==> src/rtl/onehot_decoder_stream_pkg.sv <==
// Shared types and defaults for the one-hot decoder stream block.
package decoder_pkg;

  localparam int DEC_CODE_W = 2;

  typedef enum logic [1:0] {
    DEC_EMPTY = 2'd0,
    DEC_ONE   = 2'd1,
    DEC_FULL  = 2'd2
  } dec_state_e;

endpackage

==> src/rtl/onehot_decoder_stream_if.sv <==
// Encoded-input / one-hot-output stream bundle; master drives the decoder, slave is the decoder.
interface onehot_decoder_stream_if
  import decoder_pkg::*;
#(
  parameter int CODE_W = DEC_CODE_W
);
  localparam int N_OUT = 2 ** CODE_W;

  logic [CODE_W-1:0] in_code;
  logic              in_en;
  logic              in_valid;
  logic              in_ready;
  logic [N_OUT-1:0]  out_onehot;
  logic              out_valid;
  logic              out_ready;

  modport master (
    output in_code, in_en, in_valid, out_ready,
    input  in_ready, out_onehot, out_valid
  );

  modport slave (
    input  in_code, in_en, in_valid, out_ready,
    output in_ready, out_onehot, out_valid
  );

endinterface

==> src/rtl/onehot_decoder_stream_dec_onehot.sv <==
// Combinational CODE_W-to-2**CODE_W one-hot decode; a cleared enable yields an all-zero vector.
module dec_onehot
  import decoder_pkg::*;
#(
  parameter  int CODE_W = DEC_CODE_W,
  localparam int N_OUT  = 2 ** CODE_W
) (
  input  logic [CODE_W-1:0] code,
  input  logic              en,
  output logic [N_OUT-1:0]  onehot
);

  // Decode with enable.
  always_comb begin
    onehot = '0;
    if (en) begin
      onehot[code] = 1'b1;
    end else begin
      onehot = '0;
    end
  end

endmodule

==> src/rtl/onehot_decoder_stream.sv <==
// Registered one-hot decoder with a 2-entry skid buffer on a valid/ready stream.
// Optional per-line saturating hit counters are built when DEC_HIT_CNT_EN is defined.
module onehot_decoder_stream
  import decoder_pkg::*;
#(
  parameter  int CODE_W = DEC_CODE_W,
  parameter  int CNT_W  = 8,
  localparam int N_OUT  = 2 ** CODE_W
) (
  input  logic                     clk,
  input  logic                     rst,
  onehot_decoder_stream_if.slave   bus
`ifdef DEC_HIT_CNT_EN
  ,
  input  logic                     cnt_clr,
  output logic [N_OUT*CNT_W-1:0]   hit_cnt
`endif
);

  dec_state_e       state_q, state_d;
  logic [N_OUT-1:0] head_q, head_d;
  logic [N_OUT-1:0] skid_q, skid_d;
  logic [N_OUT-1:0] dec_s;
  logic             in_ready_s;
  logic             out_valid_s;
  logic             push_s;
  logic             pop_s;

  dec_onehot #(.CODE_W(CODE_W)) u_dec (
    .code   (bus.in_code),
    .en     (bus.in_en),
    .onehot (dec_s)
  );

  // in_ready depends only on registered state and rst, never on out_ready.
  assign in_ready_s     = (state_q != DEC_FULL) && !rst;
  assign out_valid_s    = (state_q != DEC_EMPTY);
  assign push_s         = bus.in_valid && in_ready_s;
  assign pop_s          = out_valid_s && bus.out_ready;
  assign bus.in_ready   = in_ready_s;
  assign bus.out_valid  = out_valid_s;
  assign bus.out_onehot = head_q;

  // Next-state and storage update for the head/skid pair.
  always_comb begin
    state_d = state_q;
    head_d  = head_q;
    skid_d  = skid_q;
    case (state_q)
      DEC_EMPTY: begin
        if (push_s) begin
          state_d = DEC_ONE;
          head_d  = dec_s;
        end else begin
          state_d = DEC_EMPTY;
        end
      end
      DEC_ONE: begin
        if (push_s && !pop_s) begin
          state_d = DEC_FULL;
          skid_d  = dec_s;
        end else if (pop_s && !push_s) begin
          state_d = DEC_EMPTY;
          head_d  = '0;
        end else if (push_s && pop_s) begin
          state_d = DEC_ONE;
          head_d  = dec_s;
        end else begin
          state_d = DEC_ONE;
        end
      end
      DEC_FULL: begin
        if (pop_s) begin
          state_d = DEC_ONE;
          head_d  = skid_q;
        end else begin
          state_d = DEC_FULL;
        end
      end
      default: begin
        state_d = DEC_EMPTY;
        head_d  = '0;
        skid_d  = '0;
      end
    endcase
  end

  // State and data registers.
  always_ff @(posedge clk) begin
    if (rst) begin
      state_q <= DEC_EMPTY;
      head_q  <= '0;
      skid_q  <= '0;
    end else begin
      state_q <= state_d;
      head_q  <= head_d;
      skid_q  <= skid_d;
    end
  end

`ifdef DEC_HIT_CNT_EN
  localparam logic [CNT_W-1:0] CNT_ONE = {{(CNT_W-1){1'b0}}, 1'b1};
  localparam logic [CNT_W-1:0] CNT_MAX = {CNT_W{1'b1}};

  logic [N_OUT*CNT_W-1:0] hit_q, hit_d;

  // Counts each nonzero output transfer on its line; clear has priority, values saturate.
  always_comb begin
    hit_d = hit_q;
    if (cnt_clr) begin
      hit_d = '0;
    end else if (pop_s) begin
      for (int i = 0; i < N_OUT; i++) begin
        if (head_q[i] && (hit_q[i*CNT_W +: CNT_W] != CNT_MAX)) begin
          hit_d[i*CNT_W +: CNT_W] = hit_q[i*CNT_W +: CNT_W] + CNT_ONE;
        end else begin
          hit_d[i*CNT_W +: CNT_W] = hit_q[i*CNT_W +: CNT_W];
        end
      end
    end else begin
      hit_d = hit_q;
    end
  end

  // Counter register.
  always_ff @(posedge clk) begin
    if (rst) begin
      hit_q <= '0;
    end else begin
      hit_q <= hit_d;
    end
  end

  assign hit_cnt = hit_q;
`endif

endmodule

==> src/flat_wrapper.sv <==
// flat-port wrapper written by rule: the top's interface ports become plain ports
module onehot_decoder_stream_flat import decoder_pkg::*;
#(
  parameter  int CODE_W = DEC_CODE_W,
  parameter  int CNT_W  = 8,
  localparam int N_OUT  = 2 ** CODE_W
)
  (clk, rst, bus_in_code, bus_in_en, bus_in_valid, bus_out_ready, bus_in_ready, bus_out_onehot, bus_out_valid);
  onehot_decoder_stream_if #(.CODE_W(CODE_W)) bus_i ();
  input  logic clk;
  input  logic rst;
  input wire logic [$bits(bus_i.in_code)-1:0] bus_in_code;
  input wire logic [$bits(bus_i.in_en)-1:0] bus_in_en;
  input wire logic [$bits(bus_i.in_valid)-1:0] bus_in_valid;
  input wire logic [$bits(bus_i.out_ready)-1:0] bus_out_ready;
  output wire logic [$bits(bus_i.in_ready)-1:0] bus_in_ready;
  output wire logic [$bits(bus_i.out_onehot)-1:0] bus_out_onehot;
  output wire logic [$bits(bus_i.out_valid)-1:0] bus_out_valid;
  assign bus_i.in_code = bus_in_code;
  assign bus_i.in_en = bus_in_en;
  assign bus_i.in_valid = bus_in_valid;
  assign bus_i.out_ready = bus_out_ready;
  assign bus_in_ready = bus_i.in_ready;
  assign bus_out_onehot = bus_i.out_onehot;
  assign bus_out_valid = bus_i.out_valid;
  onehot_decoder_stream #(.CODE_W(CODE_W), .CNT_W(CNT_W)) u_core (.clk(clk), .rst(rst), .bus(bus_i));
endmodule
==> config.mk <==
export PLATFORM = sky130hd
export DESIGN_NAME = onehot_decoder_stream_flat
export DESIGN_NICKNAME = d
export VERILOG_FILES = /design/src/rtl/onehot_decoder_stream_pkg.sv /design/src/rtl/onehot_decoder_stream_if.sv /design/src/rtl/onehot_decoder_stream_dec_onehot.sv /design/src/rtl/onehot_decoder_stream.sv /design/src/flat_wrapper.sv
export SDC_FILE = /design/constraint.sdc
export NUM_CORES = 1
export LEC_CHECK = 0
export ABC_CLOCK_PERIOD_IN_PS = 2300
export CORE_UTILIZATION = 40
export CTS_CLUSTER_SIZE = 8
export DETAILED_ROUTE_END_ITERATION = 8
export PLACE_DENSITY = 0.66
export SYNTH_ARGS = -nofsm -noshare
export SYNTH_HDL_FRONTEND = slang
export SYNTH_HIERARCHICAL = 1
export SYNTH_SLANG_ARGS = --single-unit
==> constraint.sdc <==
create_clock -name clk -period 2.3 [get_ports clk]
set_input_delay 0.575 -clock clk [delete_from_list [all_inputs] [get_ports clk]]
set_output_delay 0.575 -clock clk [all_outputs]
set_load 0.02 [all_outputs]
# After elaboration in Yosys (flattened, before gate mapping)
# Index checks and enable logic that the tools add are counted.
totals:
  ff_bits: 10
  inputBits: 7
  word_cells: 45
op_classes:
  n_lt_le_gt_ge: 2
  n_eq_ne: 8
  mux: 16
  bitwise: 1
  n_reduce_logical: 15
ops:
  columns: ["operator", "count"]
  rows:
  - ["2-to-1 mux 4 bit", 7]
  - ["one-hot mux 4 bit (3 select lines)", 1]
  - ["one-hot mux 4 bit (2 select lines)", 1]
  - ["logical AND 1 bit", 7]
  - ["!= test 2 x 1 -> 1 bit (second input constant)", 3]
  - ["one-hot mux 2 bit (3 select lines)", 1]
  - ["2-to-1 mux 2 bit", 2]
  - ["!= test 2 bit (second input constant)", 2]
  - ["AND reduction 4 bit", 1]
  - ["logical NOT 1 bit", 3]
  - ["less-than comparator 2 x 3 -> 1 bit (second input constant)", 1]
  - ["2-to-1 mux 1 bit", 3]
  - ["!= test 3 x 1 -> 1 bit (second input constant)", 1]
  - ["demux 1 bit (select 2 bit)", 1]
  - ["equality test 2 x 1 -> 1 bit (second input constant)", 1]
  - ["equality test 2 bit (second input constant)", 1]
  - ["greater-or-equal comparator 2 x 1 -> 1 bit (second input constant)", 1]
  - ["logical NOT 2 bit", 1]
  - ["AND reduction 2 bit", 1]
  - ["nonzero test 2 bit", 1]
  - ["OR reduction 2 bit", 1]
  - ["NOT 1 bit", 1]

# Logic depth before layout (Yosys ltp)
# Gate-level depths: netlist of run 1.
depth:
  depth_word: 9
  ltp_mapped: 8
  mapped_depth_nobuf: 7

# Hierarchy
# Netlist of run 1, hierarchy kept.
modules_own_cells:
  columns: ["mod", "instances", "cells_per_inst", "area_per_inst_um2"]
  rows:
  - ["onehot_decoder_stream", 1, 59, 531.8]
  - ["dec_onehot", 1, 4, 37.5]

# Worst setup path before layout of run 1
# OpenSTA, ideal clock, no wires.
synth_path:
  path_type: "register to register"
  startpoint: "reg u_core.state_q[0]"
  endpoint: "reg u_core.head_q[3] (netlist: u_core/bus.out_onehot[3])"
  setup_ns: 0.095
  arrival_time_ns: 1.855
  t_required_ns: 2.205
  slack_ns: 0.350
  stages_incl_launch_ff: 9
  path_cell_list: "dfxtp_1 buf_6 and2b_4 nor2_1 nand2_1 ha_1 a21oi_1 a22oi_1 a221oi_1"
synth_between:
  elab_chain_len: 8
  elab_cells_between_ends: 21
  cone_classes: "7 x eq/ne; 3 x mux; 11 x reduce/logical"
synth_lines:
  columns: ["element", "line", "text"]
  rows:
  - ["start, declared", "onehot_decoder_stream.sv:20", "dec_state_e state_q, state_d;"]
  - ["start signal, assigned", "onehot_decoder_stream.sv:95", "state_q <= state_d;"]
  - ["!= test 2 bit *", "onehot_decoder_stream.sv:36", "assign in_ready_s = (state_q != DEC_FULL) && !rst;"]
  - ["logical AND 1 bit *", "onehot_decoder_stream.sv:36", null]
  - ["net bus_in_ready", "flat_wrapper.sv:16", "output wire logic [$bits(bus_i.in_ready)-1:0] bus_in_ready;"]
  - ["logical AND 1 bit *", "onehot_decoder_stream.sv:38", "assign push_s = bus.in_valid && in_ready_s;"]
  - ["logical NOT 1 bit", "onehot_decoder_stream.sv:62", "end else if (pop_s && !push_s) begin"]
  - ["logical AND 1 bit", "onehot_decoder_stream.sv:62", null]
  - ["2-to-1 mux 4 bit", "onehot_decoder_stream.sv:62", null]
  - ["2-to-1 mux 4 bit", "onehot_decoder_stream.sv:59", "if (push_s && !pop_s) begin"]
  - ["one-hot mux 4 bit (3 select lines)", "onehot_decoder_stream.sv:49", "case (state_q)"]
  - ["end signal, assigned", "onehot_decoder_stream.sv:92", "head_q <= '0;"]
  - ["end signal, assigned", "onehot_decoder_stream.sv:96", "head_q <= head_d;"]
  - ["end, declared", "onehot_decoder_stream.sv:21", "logic [N_OUT-1:0] head_q, head_d;"]
# The timed path passes the listed nets; every way through them passes the cells marked *. The select of a mux whose other input is x is not followed.
# A chain may end at the register's enable or synchronous reset.

# Worst setup path after layout of run 1
layout_path:
  startpoint: "reg u_core.state_q[0]"
  endpoint: "out bus_out_valid"
layout_between:
  elab_chain_len: 1
layout_lines:
  columns: ["element", "line", "text"]
  rows:
  - ["nonzero test 2 bit", "onehot_decoder_stream.sv:37", "assign out_valid_s = (state_q != DEC_EMPTY);"]
  - ["end, declared", "flat_wrapper.sv:18", "output wire logic [$bits(bus_i.out_valid)-1:0] bus_out_valid;"]
# No other way between the ends.

==> impl_metrics.csv, run 1 <==
group,metric,value,unit
sta,slew_violations,0,
grt,grt_start_max_net_pins,12,
routing,wire_per_inst,11.2,µm
synthesis,yosysWarnings,6,
pwr,total_power,0.455,mW
grt,grt_pass1_wl,1840,µm
layout,area_delta_synth_final,31.2,%
critical_path,critical_path.max_fanout,8,
layout,drive_gt1_frac,0.188,
pwr,internal-power,0.336,mW
sta,layout_min_cycle_time,2.14,ns
clock_tree,cts_root_buf,"clkbuf_4",
critical_path,critical_path.startpoint,"u_core/state_q[0]",
synthesis,synth.distinct_cells,24,
clock_tree,h-tree-depth,1,
sta,max_freq,468,MHz
pwr,p_comb_frac,0.239,
critical_path,critPathKind,"reg -> out",
placement,placed_cells,91,
sta,setup_violations,0,
clock_tree,clock-sinks,10,
floorplan,num_rows,13,
synthesis,synth_edf_count,0,
synthesis,yosysSeqAreaShare,0.352,
placement,io_buffers,12,
routing,drt-vias-per-instance,5.09,
routing,firstDrtPassIters,4,
pwr,peakVddDrop,274,µV
clock_tree,clkSlewWorstSetupHoldPaths,0.07,ns
clock_tree,clk_path_buf_depth,2,
synthesis,synthTopCellsByArea,"dfxtp_1 (35%), a22oi_1 (11%), a221oi_1 (6.2%), nor2_1 (5.3%), ha_1 (4.4%)",
layout,final_cells,95,
floorplan,core-area,0.00132,mm²
grt,grt_overflow,0,
clock_tree,clk_latency,0.27,ns
floorplan,initial_core_util,0.432,
clock_tree,cts_tree,"done",
layout,nNetsFinal,90,
hold_path,hold_path_class,"reg -> reg",
critical_path,crit_path_start_kind,"register",
grt,grt_usage,0.182,
synthesis,synth_top_area_frac,0.352,
synthesis,syn_area,569,µm²
pwr,p_seq_frac,0.414,
routing,drtAntennaViolNets,0,
job,max_cap_violations,0,
sta,final_hold_viol_count,0,
placement,place_hpwl,827,µm
hold_path,hold_path.startpoint,"u_core/bus.out_onehot[0]",
grt,antenna_found_initial,0,
synthesis,syn_inst,63,
pwr,p_leak,0.314,nW
routing,vias,484,
sta,fin_crit_sh,0.928,
critical_path,worstPathArrival,1.56,ns
grt,grt_pass1_vias,433,
clock_tree,ctsHoldBuffers,0,
clock_tree,numCtsBuffers,3,
critical_path,r2r-start,"u_core/state_q[1]",
pwr,clock_power_share,0.347,
synthesis,syn_area_per_cell,9.04,µm²
critical_path,cp.required,1.73,ns
layout,antenna_cells,0,
synthesis,ys_seq_elements,10,
sta,tightest_slew,0.403,ns
critical_path,end_kind,"primary output",
floorplan,die_h,39.7,µm
floorplan,dieArea,0.00158,mm²
pwr,p_per_area,609,mW/mm²
routing,first_iter_violations,6,
floorplan,ioPinCount,13,
sta,maxSlewHeadroom,0.729,
layout,fillCellCount,126,
floorplan,fp.dieW,39.7,µm
synthesis,synth.top_cells.by_count,"dfxtp_1 (10), a22oi_1 (8), nor2_1 (8)",
placement,gp_congestion,0.781,
synthesis,yosysMostFrequentCell,"dfxtp_1",
sta,rsz0062_at_grt,"no",
synthesis,synthFlopType,"dfxtp_1",
sta,fin_worst_skew,0.00417,ns
synthesis,synth_largest_area_cell,"dfxtp_1",
status,outcome,"completed",
critical_path,reg2reg_setup_slack,0.40,ns
pwr,swShare,0.261,
synthesis,syn_nets,72,
synthesis,synthArstFlopShare,0,
pwr,p_switching,0.119,mW
routing,drcViolationCount,0,
routing,drt_wl_total,1060,µm
==> worst paths after layout <==
| kind | to | depth (start not counted) |
|---|---|---|
| max | bus_out_valid | 3 |
| min | u_core/bus.out_onehot[0] | 2 |
| max reg2reg | u_core/skid_q[2] | 8 |
| min reg2reg | u_core/bus.out_onehot[0] | 2 |
==> routing by layer <==
| metal | wire [µm] | track usage | vias up |
|---|---|---|---|
| li1 | - | - | 261 |
| met1 | 525 | 0.227 | 214 |
| met2 | 486 | 0.275 | 9 |
| met3 | 51 | 0.0852 | 0 |
| met4 | 0 | 0.0517 | 0 |
| met5 | 0 | 0 | - |
==> metrics by stage <==
| stage | setup WS [ns] | setup TNS [ns] | util | area (µm²) | hold WS (ns) |
|---|---|---|---|---|---|
| 2_1_floorplan | 0.350 | 0 | - | 569 | 0.468 |
| 3_3_place_gp | -0.0204 | -0.0204 | 0.540 | 712 | 0.457 |
| 3_5_place_dp | -0.0294 | -0.0294 | 0.540 | 712 | 0.460 |
| 4_1_cts | 0.142 | 0 | 0.567 | 747 | 0.472 |
| 5_1_grt | 0.0949 | 0 | 0.567 | 747 | 0.475 |
| 6_report | 0.165 | 0 | 0.567 | 747 | 0.467 |
==> cell type report <==
| cell class | count | area [µm²] | area share |
|---|---|---|---|
| well taps | 15 | 18.8 | 0.0251 |
| clock buffers | 4 | 36.3 | 0.0486 |
| inverters | 5 | 18.8 | 0.0251 |
| repair buffers | 16 | 149 | 0.199 |
| multi-input cells | 45 | 324 | 0.434 |
| flip-flops and latches | 10 | 200 | 0.268 |
==> cells by family (layout without fill, tap and decap cells) <==
| kind of cell | after synthesis | in the layout | share of synthesized area |
|---|---|---|---|
| simple gates | 24 | 24 | 0.270 |
| compound gates | 18 | 18 | 0.237 |
| flops | 10 | 10 | 0.352 |
| buf+inv | 8 | 25 | 0.0791 |
| fa+ha+maj | 2 | 2 | 0.0439 |
| mux | 1 | 1 | 0.0176 |
==> repair_timing <==
item,in CTS,in global routing
endpoints found under the setup margin,1,0
gates resized for setup,1,0
hold endpoints to repair,0,0
setup buffers,0,0
==> sequential cells by signal, summed over array words and instances, names as in the netlist <==
name	count
u_core/skid_q	4
u_core/bus.out_onehot	4
u_core/state_q	2
==> critical path, cell delays in order (launching register included) <==
cell and delay, ns:
dfxtp_1 0.31, buf_4 0.16, or2_2 0.28, clkdlybuf4s50_1 0.54
==> placed cells by master, fill, tap and decap left out, types with 2 or more instances in the layout <==
cell type,count
dfxtp_1,10
nand2b_1,4
nor3b_2,2
a221oi_1,4
clkbuf_4,3
and3b_1,2
nor2_1,8
clkdlybuf4s50_1,11
a21oi_1,2
nand2_1,2
buf_4,4
a22oi_1,8
inv_1,5
ha_1,2
==> power by group through the flow <==
| stage | Sequential (mW) | Combinational (mW) | Clock [mW] |
|---|---|---|---|
| after CTS | 0.189 | 0.109 | 0.167 |
| final | 0.188 | 0.109 | 0.158 |
| after global routing | 0.190 | 0.120 | 0.172 |
| after floorplan | 0.201 | 0.0569 | 0 |
| after detailed placement | 0.193 | 0.110 | 0 |
| after global placement | 0.192 | 0.109 | 0 |
(Power assumes the default switching activity.)
==> run 2, diff against run 1 <==
- CORE_MARGIN: not set -> 3
- SETUP_SLACK_MARGIN: not set -> 0.02
==> run 2 against run 1 <==
  * Critical path depth unchanged
  * Via count up 6.0%
  * Sequential cell count unchanged
  * Fmax up 0.56%
  * First-iteration DRC count rose to 3.2 times the previous value
  * Setup slack better by 0.012 ns
  * Die area up 21%
  * Clock skew down 0.0023 ns
  * Global-route usage down 4.9 points
  * Cell count down 2.1%
  * Routed wire length up 7.1%
  * Clock-buffer cell count unchanged
  * Critical path type unchanged
  * Largest cell class unchanged
==> impl_metrics.csv, run 2 (synthesis results as in run 1) <==
group,metric,value,unit
floorplan,die_h,43.7,µm
sta,maxSlewHeadroom,0.702,
clock_tree,h-tree-depth,1,
routing,firstDrtPassIters,4,
pwr,p_leak,0.309,nW
routing,drtAntennaViolNets,0,
pwr,p_per_area,613,mW/mm²
critical_path,crit_path_start_kind,"register",
sta,max_freq,471,MHz
clock_tree,clock-sinks,10,
clock_tree,cts_tree,"done",
pwr,peakVddDrop,346,µV
routing,wire_per_inst,12.2,µm
layout,nNetsFinal,89,
placement,pre_cts_ws,-0.0717,ns
layout,fillCellCount,113,
hold_path,hold_path_class,"reg -> reg",
routing,first_iter_violations,19,
critical_path,critical_path.startpoint,"u_core/state_q[0]",
routing,drcViolationCount,0,
floorplan,dieArea,0.00191,mm²
grt,antenna_found_initial,0,
sta,final_hold_viol_count,0,
grt,grt_pass1_wl,1840,µm
clock_tree,numCtsBuffers,3,
pwr,total_power,0.453,mW
clock_tree,clkSlewWorstSetupHoldPaths,0.07,ns
critical_path,end_kind,"primary output",
job,max_cap_violations,0,
sta,setup_ws,0.177,ns
grt,grt_start_max_net_pins,12,
grt,use_met1,0.188,
floorplan,core-area,0.00122,mm²
floorplan,ioPinCount,13,
grt,use_met2,0.172,
sta,layout_min_cycle_time,2.12,ns
sta,slew_violations,0,
layout,postLayoutCoreUtil,0.607,
sta,fin_worst_skew,0.00188,ns
status,outcome,"completed",
routing,vias,513,
sta,fin_crit_sh,0.923,
clock_tree,cts_root_buf,"clkbuf_4",
placement,place_hpwl,864,µm
floorplan,initial_core_util,0.468,
grt,grtUsageMet3,0.0622,
layout,final_common_cell,"clkdlybuf4s50_1",
sta,rsz0062_at_grt,"no",
floorplan,fp.dieW,43.7,µm
routing,drt-vias-per-instance,5.52,
layout,layout_common_cells,"clkdlybuf4s50_1 (11), dfxtp_1 (10), nor2_1 (8), a22oi_1 (8), inv_1 (5)",
grt,grt_overflow,0,
grt,busiest_layer,"met1",
critical_path,slowest_delay,0.54,ns
grt,grt_pass1_vias,428,
placement,io_buffers,12,
critical_path,critical_path.max_fanout,8,
sta,setup_violations,0,
sta,tightest_slew,0.442,ns
clock_tree,clk_path_buf_depth,2,
placement,gp_congestion,0.787,
critical_path,critPathKind,"reg -> out",
clock_tree,ctsHoldBuffers,0,
clock_tree,clk_latency,0.26,ns
layout,drive_gt1_frac,0.177,
layout,area_delta_synth_final,29.7,%
hold_path,hold_path.startpoint,"u_core/bus.out_onehot[2]",
layout,antenna_cells,0,
floorplan,num_rows,12,
critical_path,r2r-start,"u_core/state_q[0]",
routing,drt_wl_total,1140,µm
critical_path,path_cells,"buf_4 > or2_2 > clkdlybuf4s50_1",
critical_path,cp.required,1.73,ns
critical_path,worstPathArrival,1.55,ns
critical_path,slowest_stage,"clkdlybuf4s50_1",
grt,grt_usage,0.133,
run 2: final cells by class:
type | count | area, µm² | area share
sequential | 10 | 200 | 0.271
timing repair buffer | 15 | 141 | 0.192
clock buffer | 4 | 36.3 | 0.0492
tap | 14 | 17.5 | 0.0237
inverter | 5 | 18.8 | 0.0254
multi-input combinational | 45 | 324 | 0.439
run 2: what timing repair did:
| item | in CTS | in global routing |
|---|---|---|
| resized for setup | 1 | 0 |
| endpoints found under the setup margin | 1 | 0 |
| endpoints found under the hold margin | 0 | 0 |
| setup buffers | 0 | 0 |
run 2: worst paths after layout:
| kind | endpoint | slack [ns] | depth (start not counted) |
|---|---|---|---|
| min | u_core/bus.out_onehot[2] | 0.47 | 2 |
| max reg2reg | u_core/bus.out_onehot[3] | 0.34 | 8 |
| max | bus_out_valid | 0.18 | 3 |
| min reg2reg | u_core/bus.out_onehot[2] | 0.47 | 2 |
run 2: metrics by stage:
stage	instance area, µm²	cells	hold WS, ns	TNS (ns)
finish	738	93	0.465	0
global route	738	93	0.487	0
CTS	738	93	0.468	0
detailed placement	703	89	0.458	-0.0887
global placement	703	89	0.454	-0.0530
floorplan	569	63	0.468	0
run 2: metal layers:
layer  up-vias  wire, µm
met3         2        76
li1        261         -
met1       235       587
met2        15       463
met4         0        10
met5         -         0
run 2: worst max-delay path: cells and delay by family, from the launching register on:
kind                   cells  cell delay, ns
buffers and inverters      2            0.70
DFF                        1            0.30
and+or+nand+nor            1            0.28
run 2: power by group:
group / switching [mW] / leakage (nW) / total (mW) / internal, mW
combinational: 0.0530 / 0.207 / 0.108 / 0.0552
clock: 0.0599 / 0.0210 / 0.156 / 0.0961
sequential: 0.00506 / 0.0817 / 0.188 / 0.183
total: 0.118 / 0.309 / 0.453 / 0.335
